==> src/rtl/adsr_envelope_controller.sv <==
// ADSR envelope sequencer: turns attack/decay/sustain/release rates into a 31-bit gain for the ALUcontroller.
// Optional ADSR_RETRIGGER_EN: a note/octave change while the gate is held restarts ATTACK from the current level.
module adsr_envelope_controller #(
    parameter int TICK_DIV = 1042
) (
    input  logic        clk,
    input  logic        reset,
    input  logic        note_in,
    input  logic [3:0]  note,
    input  logic [2:0]  octave,
    input  logic [30:0] amplitude,
    input  logic [30:0] attack,
    input  logic [30:0] decay,
    input  logic [30:0] sustain,
    input  logic [30:0] rel,
    input  logic        ext_tick,
    input  logic        ext_tick_sel,
    output logic [30:0] env,
    output logic        env_strobe,
    output logic [2:0]  state,
    output logic        busy
);
    localparam logic [2:0] ST_IDLE    = 3'd0;
    localparam logic [2:0] ST_ATTACK  = 3'd1;
    localparam logic [2:0] ST_DECAY   = 3'd2;
    localparam logic [2:0] ST_SUSTAIN = 3'd3;
    localparam logic [2:0] ST_RELEASE = 3'd4;

    localparam int DIV_W = (TICK_DIV > 1) ? $clog2(TICK_DIV) : 1;
    localparam logic [DIV_W-1:0] DIV_LAST = DIV_W'(TICK_DIV - 1);

    logic [DIV_W-1:0] r_div;
    logic             r_gate_q;
    logic [30:0]      r_env;
    logic [2:0]       r_state;
    logic             r_strobe;

    logic        w_rise;
    logic        w_fall;
    logic        w_start;
    logic        w_active;
    logic        w_tick;
    logic [30:0] w_sus;
    logic [31:0] w_sum;
    logic [31:0] w_dec;
    logic [31:0] w_rdec;
    logic [30:0] w_env_nxt;
    logic [2:0]  w_state_nxt;
    logic        w_strobe_nxt;

    assign w_active = (r_state == ST_ATTACK) || (r_state == ST_DECAY) || (r_state == ST_SUSTAIN);
    assign w_rise   = note_in & ~r_gate_q;
    assign w_fall   = ~note_in & r_gate_q;
    assign w_tick   = ext_tick_sel ? ext_tick : (r_div == DIV_LAST);
    assign w_sus    = (sustain < amplitude) ? sustain : amplitude;

`ifdef ADSR_RETRIGGER_EN
    logic [6:0] r_key_q;
    logic       w_key_chg;

    always_ff @(posedge clk or negedge reset) begin
        if (!reset) begin
            r_key_q <= '0;
        end else begin
            r_key_q <= {octave, note};
        end
    end

    assign w_key_chg = note_in && w_active && ({octave, note} != r_key_q);
    assign w_start   = w_rise | w_key_chg;
`else
    logic w_unused_key;
    assign w_unused_key = ^{octave, note};
    assign w_start      = w_rise;
`endif

    // Gate edges take priority over the tick; sums and differences carry an extra bit so env saturates instead of wrapping.
    always_comb begin
        w_sum        = {1'b0, r_env} + {1'b0, attack};
        w_dec        = {1'b0, r_env} - {1'b0, decay};
        w_rdec       = {1'b0, r_env} - {1'b0, rel};
        w_env_nxt    = r_env;
        w_state_nxt  = r_state;
        w_strobe_nxt = 1'b0;
        if (w_start) begin
            w_state_nxt = ST_ATTACK;
        end else if (w_fall && w_active) begin
            w_state_nxt = ST_RELEASE;
        end else if (w_tick) begin
            w_strobe_nxt = (r_state != ST_IDLE);
            case (r_state)
                ST_ATTACK: begin
                    if ((attack == '0) || (r_env >= amplitude) || (w_sum >= {1'b0, amplitude})) begin
                        w_env_nxt   = amplitude;
                        w_state_nxt = ST_DECAY;
                    end else begin
                        w_env_nxt = w_sum[30:0];
                    end
                end
                ST_DECAY: begin
                    if ((decay == '0) || w_dec[31] || (w_dec[30:0] <= w_sus)) begin
                        w_env_nxt   = w_sus;
                        w_state_nxt = ST_SUSTAIN;
                    end else begin
                        w_env_nxt = w_dec[30:0];
                    end
                end
                ST_SUSTAIN: begin
                    w_env_nxt = w_sus;
                end
                ST_RELEASE: begin
                    if ((rel == '0) || w_rdec[31] || (w_rdec[30:0] == '0)) begin
                        w_env_nxt   = '0;
                        w_state_nxt = ST_IDLE;
                    end else begin
                        w_env_nxt = w_rdec[30:0];
                    end
                end
                default: begin
                    w_env_nxt   = '0;
                    w_state_nxt = ST_IDLE;
                end
            endcase
        end
    end

    // The tick divider free-runs in every state so tick phase never depends on note activity.
    always_ff @(posedge clk or negedge reset) begin
        if (!reset) begin
            r_div    <= '0;
            r_gate_q <= 1'b0;
            r_env    <= '0;
            r_state  <= ST_IDLE;
            r_strobe <= 1'b0;
        end else begin
            r_div    <= (r_div == DIV_LAST) ? '0 : r_div + 1'b1;
            r_gate_q <= note_in;
            r_env    <= w_env_nxt;
            r_state  <= w_state_nxt;
            r_strobe <= w_strobe_nxt;
        end
    end

    assign env        = r_env;
    assign env_strobe = r_strobe;
    assign state      = r_state;
    assign busy       = (r_state != ST_IDLE);

endmodule

==> config.mk <==
export PLATFORM = sky130hd
export DESIGN_NAME = adsr_envelope_controller
export DESIGN_NICKNAME = d
export VERILOG_FILES = /design/src/rtl/adsr_envelope_controller.sv
export SDC_FILE = /design/constraint.sdc
export NUM_CORES = 1
export LEC_CHECK = 0
export ABC_AREA = 1
export CELL_PAD_IN_SITES_DETAIL_PLACEMENT = 0
export CELL_PAD_IN_SITES_GLOBAL_PLACEMENT = 1
export CORE_AREA = 3 3 213 215
export DETAILED_ROUTE_END_ITERATION = 10
export DIE_AREA = 0 0 216 218
export PLACE_DENSITY = 0.78
export SETUP_SLACK_MARGIN = 0.5
export SYNTH_ARGS = -nofsm -noshare
export SYNTH_HDL_FRONTEND = slang
export SYNTH_SLANG_ARGS = --single-unit
==> constraint.sdc <==
create_clock -name clk -period 6.5 [get_ports clk]
set_clock_uncertainty 0.15 [all_clocks]
set_input_delay 1.3 -clock clk [delete_from_list [all_inputs] [get_ports clk]]
set_output_delay 1.3 -clock clk [all_outputs]
set_load 0.02 [all_outputs]
Word-level counts from Yosys, hierarchy flattened --
Index checks and enable logic that the tools add are counted.
Storage, ports and cells: bits in registers 47, bits of input ports 167
Operators by class: reduce and logical (&&, ||, !) cells 17, order comparisons 4, eq/ne operators 9, add/subtract/negate cells 4, bitwise logic cells 6, multiplexer cells 17
Operator list (count):
- zero test 31 bit | 4
- 2-to-1 mux 31 bit | 4
- one-hot mux 31 bit (4 select lines) | 1
- subtractor 31 x 31 -> 32 bit | 2
- adder 31 x 31 -> 32 bit | 1
- >= comparator 32 x 31 -> 1 bit | 1
- >= comparator 31 bit | 1
- less-or-equal comparator 31 bit | 1
- less-than comparator 31 bit | 1
- 2-to-1 mux 3 bit | 6
- one-hot mux 3 bit (4 select lines) | 1
- adder 11 x 1 -> 11 bit (second input constant) | 1
- equality test 11 bit (second input constant) | 1
- 2-to-1 mux 11 bit | 1
- logical OR 1 bit | 8
- != test 4 x 2 -> 1 bit (second input constant) | 2
- equality test 3 x 2 -> 1 bit (second input constant) | 2
- nonzero test 3 bit | 2
- AND reduction 5 bit | 1
- 2-to-1 mux 1 bit | 4
- != test 4 bit (second input constant) | 1
- NOT 1 bit | 4
- equality test 3 x 1 -> 1 bit (second input constant) | 1
- equality test 3 bit (second input constant) | 1
- 4 further kinds | 5

Depth between registers and ports, before layout --
Gate-level depths: netlist of run 1.
depth in word-level cells 9, mapped depth 33, mapped depth without buffers 32

Worst setup path before layout of run 1 --
No wires, ideal clock.
path type input -> register, from input port attack[0], to register r_env[14] (netlist: env[14]), required time 6229 ps, path slack 1573 ps, stages on the path 30, setup time 121 ps, arrival time 4656 ps, path through ha_1 -> inv_1 -> fa_1 -> nand3b_1 -> nand2_1 -> nand2_1 -> nand2_1 -> a21oi_1 -> o21ai_0 -> nand3_1 -> nand2_1 -> nand2_1 -> nand2_1 -> inv_1 -> ha_1 -> nand2_1 -> nand2_1 -> a21oi_1 -> nand4_1 -> a21oi_1 -> nand3_1 -> nor2_1 -> nand2_1 -> inv_2 -> nand2_2 -> buf_2 -> nor2_1 -> nor2_1 -> o21bai_1 -> nand2_1
Between the ends: longest elaborated chain between the ends 5, elaborated cells on any way between the ends 7, those cells by class add/sub: 1; order compare: 1; mux: 2; reduce/logical: 3
Ends and longest elaborated chain:
- start: declaration | RTL line 12 | input logic [30:0] attack,
- adder 31 x 31 -> 32 bit / zero test 31 bit (equally long branches) | RTL line 79, 93
- >= comparator 32 x 31 -> 1 bit / logical OR 1 bit (equally long branches) | RTL line 93 | if ((attack == '0) || (r_env >= amplitude) || (w_sum >= {1'b0, amplitude})) begin
- logical OR 1 bit | RTL line 93
- 2-to-1 mux 31 bit (*) | RTL line 93
- one-hot mux 31 bit (4 select lines) (*) | RTL line 91 | case (r_state)
- end signal: assignment | RTL line 138 | r_env <= w_env_nxt;
- end: declaration | RTL line 34 | logic [30:0] r_env;
Mark *: on every way between the ends. The rest lies on a longest branch, timed or not. A chain may end at the register's enable or synchronous reset.

Worst setup path after layout of run 1 --
from input port amplitude[8], to register r_env[0] (netlist: env[0])
Between the ends: longest elaborated chain between the ends 6, elaborated cells on any way between the ends 11, those cells by class order compare: 4; mux: 4; reduce/logical: 3
Ends and longest elaborated chain:
- start: declaration | RTL line 11 | input logic [30:0] amplitude,
- less-than comparator 31 bit | RTL line 55 | assign w_sus = (sustain < amplitude) ? sustain : amplitude;
- 2-to-1 mux 31 bit | RTL line 55
- less-or-equal comparator 31 bit | RTL line 101 | if ((decay == '0) || w_dec[31] || (w_dec[30:0] <= w_sus)) begin
- logical OR 1 bit | RTL line 101
- 2-to-1 mux 31 bit | RTL line 101
- one-hot mux 31 bit (4 select lines) (*) | RTL line 91
Marks and branches as above.

==> run metrics, run 1 <==
status=finished clean; Synth area leader=ha_1; CP max FO=19; via count of the first global-routing pass=approximately 15,000; Cells after Synth=2,234; RSZ-0062 raised after global routing=true; Post-Syn Area=about 0.013 sq mm; Peak Freq=around 170 MHz; crit start category=input pin; Clock Pin Slew Worst Setup and Hold Paths=around 80 ps; DRC=0; worst hold path class=flip-flop to flip-flop; Worst-Skew Late Latency=between 300 and 400 ps; final slew viol count=0; largest net degree at the start of global routing=48; Hold Buf Count CTS=0; Die H=between 200 and 250 microns; DP HPWL=around 47 mm; initial antenna violation count=0; Max Cap Viol=0; via count=15,100; First DRT Iteration DRCs=around 780; WP data required=between 6000 and 7000 ps; top-count cell post-synth=nand2_1; Peak VDD IR=approximately 0.18 mV; critical path arrival=~5900 ps; Pre-Repair DR Iteration Count=5; final core occ=between 30% and 40%; Layout Nets=~2,800; Least-Margin Pin Slew=973 ps; P_leak=a little under 9 nW; placed cells=3,040; root buffer cell=clkbuf_16; FF+latch count, synth=47; die area=0.0471 sq mm; Rows=77; most frequent CP cell=nand2_1; top_reg_cell synth=dfrtp_1; post-route ant nets=0; gr usage total=22.0%; most frequent cells after synthesis=nand2_1 (623), inv_1 (385), ha_1 (218), nor2_1 (182), a21oi_1 (178); DRT Wirelength=about 53 mm; min Tclk post-route=about 5700 ps; Post-Place Setup Slack=123 ps; total gr overflow=0; Crit. End Element=flip-flop; Final WS setup=~750 ps; Crit Path Category=input pin to flip-flop; synth top area cells=ha_1 (21%), nand2_1 (18%), inv_1 (11%); area grow syn2layout=24.8%; vias per cell=4.95; final non-filler cell total=roughly 3,000; I/O Buffers=about 200; Yosys top cell area share=21.0%; post-synthesis sequential area ratio=around 9%; slowest CP cell=clkdlybuf4s50_1; total CTS buffers=5; Core ar.=approximately 0.044 sq mm; Pwr Density=between 400 and 500 mW/mm^2; cell family with most CP delay=simple AND/OR/NAND/NOR gates; IO Pins=about 200; internal reg-to-reg setup slack=~1700 ps; share of post-route cells with drive strength above 1=4.88%; Ys Warns=0; TritonCTS clock tree=yes; Distinct cells, synth=between 50 and 60; Die X=~220 microns; Max clock buf depth=2; wire per inst=about 18 microns; Hold Vio Cnt, Final=0; crit path buf inv count=6; Initial Util=between 20% and 30%; ant diodes=0; Slew HR=between 30% and 40%; Syn Area/Cell=5.83 sq um; FFs w/ async S/R, synth=100%; setup bufs post-CTS=0; setup tns final=0 ps; Final Cycle Share=approximately nine tenths; GP Congestion=0.920; Post-synth EDFFs=0; first-pass GRT wire length=around 80 mm; H-tree levels=2; clock sink count=47; post-synth net total=about 2,600; Worst path max stage delay=about 520 ps; Setup Viol. Count Final=0
## layout by cell type, fill, tap and decap left out, types with 39 or more instances in the layout
cell | Yosys | routed
buf_4 | 4 | 45
nand2_1 | 623 | 621
nand4_1 | 39 | 39
dfrtp_1 | 47 | 47
nor2_1 | 182 | 182
inv_1 | 385 | 385
xor2_1 | 44 | 44
ha_1 | 218 | 218
a21oi_1 | 178 | 166
o21ai_0 | 89 | 73
nand3_1 | 165 | 165
clkdlybuf4s50_1 | 0 | 194
## state kept, by name, summed over array words and instances (netlist names)
register,flops
r_gate_q,1
state,3
r_div,11
env,31
env_strobe,1
## kinds of logic (layout without fill, tap and decap cells)
| group | Yosys count | in the layout | share of synthesized area [%] |
|---|---|---|---|
| AO/OA/AOI/OAI | 350 | 350 | 15.0 |
| multiplexers | 1 | 1 | 0.0769 |
| XOR/XNOR | 65 | 65 | 4.43 |
| flip-flops | 47 | 47 | 9.04 |
| buffers and inverters | 423 | 646 | 12.6 |
| adder cells (fa/ha/maj) | 221 | 221 | 21.4 |
| AND/OR/NAND/NOR | 1127 | 1127 | 37.4 |
## path summary, 6_finish.rpt
check / start / endpoint / depth (start not counted)
worst max register to register: env[1]$_DFFE_PN0P_ / env[0]$_DFFE_PN0P_ / 30
max in group asynchronous: reset / env[11]$_DFFE_PN0P_ / 2
min in group asynchronous: reset / state[1]$_DFFE_PN0P_ / 2
worst min register to register: r_div[9]$_DFF_PN0_ / r_div[9]$_DFF_PN0_ / 1
worst min-delay path: r_div[9]$_DFF_PN0_ / r_div[9]$_DFF_PN0_ / 1
worst max-delay path: amplitude[8] / env[0]$_DFFE_PN0P_ / 27
## per-layer routing
metal	up-vias	global-route usage, %	routed length, microns
met5	-	0	0
met1	6900	30.7	25500
li1	7756	-	-
met2	383	37.2	24200
met3	47	1.37	2580
met4	0	5.23	1120
## cell type report
cell class                 instances  area [sq um]
multi-input combinational       1764         10300
clock inverter                     3          27.5
inverter                         392          1470
clock buffer                       5           125
timing repair buffer             246          2400
sequential                        47          1180
tap                              592           741
fill                            4918         27700
## what timing repair did
item                                    in CTS  in global routing
gates cloned                                 0                  1
endpoints found under the setup margin      10                 34
resized for setup                            3                 38
pin swaps                                    0                  2
## power breakdown
group,internal [mW],switching [mW]
Clock,0.147,0.138
Sequential,0.383,0.299
Combinational,2.13,3.56
Total,2.66,4.00
## through the flow
step	power (mW)	cell area (sq um)	hold WS [ps]
2_1_floorplan	4.42	13000	314
3_3_place_gp	6.20	16000	347
3_5_place_dp	6.28	16000	353
4_1_cts	6.60	16100	369
5_1_grt	7.44	16200	402
6_report	6.66	16200	362
Power figures use the tool's default switching activity.
==> run 2, diff against run 1 <==
--- a/config.mk
+++ b/config.mk
@@ -9,6 +9,7 @@
 export CELL_PAD_IN_SITES_DETAIL_PLACEMENT = 0
 export CELL_PAD_IN_SITES_GLOBAL_PLACEMENT = 1
 export CORE_AREA = 3 3 213 215
+export CTS_BUF_LIST = sky130_fd_sc_hd__clkbuf_4 sky130_fd_sc_hd__clkbuf_8
 export DETAILED_ROUTE_END_ITERATION = 10
 export DIE_AREA = 0 0 216 218
 export PLACE_DENSITY = 0.78
==> constraint.sdc (replaced) <==
create_clock -name clk -period 6.5 [get_ports clk]
set_clock_uncertainty 0.15 [all_clocks]
set_input_delay 0.65 -clock clk [delete_from_list [all_inputs] [get_ports clk]]
set_output_delay 0.65 -clock clk [all_outputs]
set_load 0.02 [all_outputs]
==> run metrics, run 2 (synthesis results as in run 1) <==
status=finished clean; final slew viol count=0 (unchanged); Hold Buf Count CTS=0 (unchanged); wire per inst=17.6 microns (+0.52%); DP HPWL=46.5 mm (-0.28%); GR Util met2=37.5% (+0.32 points); Logic pwr share=85.4% (about the same); TritonCTS clock tree=yes; flip-flop and latch area=0.00118 sq mm (unchanged); die area=0.0471 sq mm (unchanged); GP Congestion=0.919 (-0.14%); Least-Margin Pin Slew=1070 ps (+102 ps); Hold Vio Cnt, Final=0 (unchanged); Max Cap Viol=0 (unchanged); Setup Viol. Count Final=0 (unchanged); Die H=218 microns (unchanged); met3 usage=1.46% (+0.098 points); First DRT Iteration DRCs=847 (+8.9%); vias per cell=4.92 (-0.52%); min Tclk post-route=5500 ps (-245 ps); RR Startpoint=env[1]$_DFFE_PN0P_; Core ar.=0.0439 sq mm (unchanged); largest net degree at the start of global routing=51 (+6.3%); Rows=77 (unchanged); first-pass GRT wire length=80.8 mm (-0.59%); IO Pins=203 (unchanged); Initial Util=29.6% (unchanged); max reg flops=31 (unchanged); worst hold path class=input pin to async pin; gr usage total=21.9% (-0.072 points); post-route ant nets=0 (unchanged); Crit. End Element=flip-flop; initial antenna violation count=0 (unchanged); footprint of the multi-input gates=0.0102 sq mm (-0.90%); Final WS setup=1000 ps (+245 ps); Max clock buf depth=2 (unchanged); crit start category=input pin; Layout Nets=2,813 (-1.1%); area grow syn2layout=21.6%; Clock Pin Slew Worst Setup and Hold Paths=110 ps (+30 ps); final non-filler cell total=3,018 (-1.0%); via count of the first global-routing pass=14,600 (-1.3%); worst r2r path cells=29 (-3.3%); leading cell types in the layout, fill and taps excluded=nand2_1 (623), inv_1 (385), ha_1 (218); Die X=216 microns (unchanged); # resized after CTS=0 (-3); DRC=0 (unchanged); setup bufs post-CTS=0 (unchanged); via count=14,900 (-1.5%); part of the power in registers=10.9% (+0.7 points); Net Switching=3.94 mW (-1.4%); root buffer cell=clkbuf_8; I/O Buffers=195 (unchanged); most used routing layer=met2; CP max FO=50 (+31); H-tree levels=2 (unchanged); Peak Freq=182 MHz (+4.5%); total gr overflow=0 (unchanged); Post-Place Setup Slack=694 ps (+570 ps); share of post-route cells with drive strength above 1=2.80% (-2.1 points); internal reg-to-reg setup slack=1140 ps (-530 ps); clock network power share=3.7% (-0.6 points); clock sink count=47 (unchanged); Global Route met1 Usage=30.6% (-0.083 points); worst reg2reg path endpoint=env[9]$_DFFE_PN0P_; placed cells=3,010 (-0.99%); switching share of power=61.1% (+1.1 points); Worst-Skew Late Latency=340 ps (+30 ps); Final Cycle Share=84.6% (-3.8 points); setup tns final=0 ps (unchanged); total CTS buffers=5 (unchanged); RSZ-0062 raised after global routing=false; internal power=2.51 mW (-5.8%); Pre-Repair DR Iteration Count=6 (+1); FILL cells=4,866 (-1.1%); Pwr Density=407 mW/mm^2 (-0.64%); P_leak=8.66 nW (-2.3%); most common cell after layout, fill and taps aside=nand2_1; DRT Wirelength=53.1 mm (-0.50%); ant diodes=0 (unchanged); Peak VDD IR=0.221 mV (+22%); Slew HR=28.2% (-6.9 points); WP data required=6590 ps (about the same); Crit Path Category=input pin to flip-flop; critical path arrival=5590 ps (-260 ps)
## run 2: cell count changes in the layout (fill, tap and decap cells not counted), sizes merged
cell	previous run	this run
clkinvlp	1	0
clkinv	2	4
buf	51	21
clkbuf	6	5
bufinv	0	1
inv	392	390
## run 2: metrics by stage
step           total power, mW  hold slack (ps)  util (%)  instance area [sq um]
2_1_floorplan             4.42              204         -                  13000
3_3_place_gp              6.09              339      35.8                  15700
3_5_place_dp              6.16              346      35.8                  15700
4_1_cts                   6.44              294      36.0                  15800
5_1_grt                   7.21              323      36.0                  15800
6_report                  6.45              278      36.0                  15800
## run 2: worst max-delay path, cell delays in order
cell and delay [ps]:
clkdlybuf4s50_1 550, inv_1 130, ha_1 380, a21oi_1 230, o221ai_1 250, a21oi_1 380
nand2_1 180, buf_12 210, o21ai_0 360, inv_1 100, ha_1 290, nand2_1 50
inv_1 70, nand3_1 100, nor2_1 150, nand4_1 170, nor2_1 150, a21oi_1 80
nand4_1 340, buf_4 230, nor2_1 40, a21oi_1 230, nand3_1 110, nand2_1 70
nand2_1 60
## run 2: routing by layer
metal	share of wire, %	up-vias
met2	46	358
met1	48	6766
met3	4.7	34
met4	1.5	0
met5	0	-
li1	-	7697
## run 2: how the worst max path moves through the flow
stage / startpoint / end / slack, ps / depth (start not counted)
final: amplitude[22] / env[3]$_DFFE_PN0P_ / 1000 / 25
after global placement: amplitude[22] / env[3]$_DFFE_PN0P_ / 750 / 25
after global routing: amplitude[22] / env[6]$_DFFE_PN0P_ / 610 / 26
after floorplan: attack[0] / env[14]$_DFFE_PN0P_ / 2220 / 30
after CTS: amplitude[22] / env[3]$_DFFE_PN0P_ / 1050 / 25
after detailed placement: amplitude[22] / env[3]$_DFFE_PN0P_ / 690 / 25
## run 2: area by class of cell
cell class	count	share of cell area [%]
Inverter	392	9.29
Clock inverter	3	0.277
Multi-Input combinational cell	1764	64.5
Sequential cell	47	7.43
Clock buffer	5	0.435
Timing Repair Buffer	215	13.4
Tap cell	592	4.68
## run 2: power by group through the flow
stage | sequential, mW | clock (mW) | combinational, mW
after floorplan | 0.635 | 0 | 3.78
after global placement | 0.697 | 0 | 5.39
after detailed placement | 0.698 | 0 | 5.47
after CTS | 0.693 | 0.244 | 5.50
after global routing | 0.714 | 0.249 | 6.24
final | 0.705 | 0.238 | 5.51
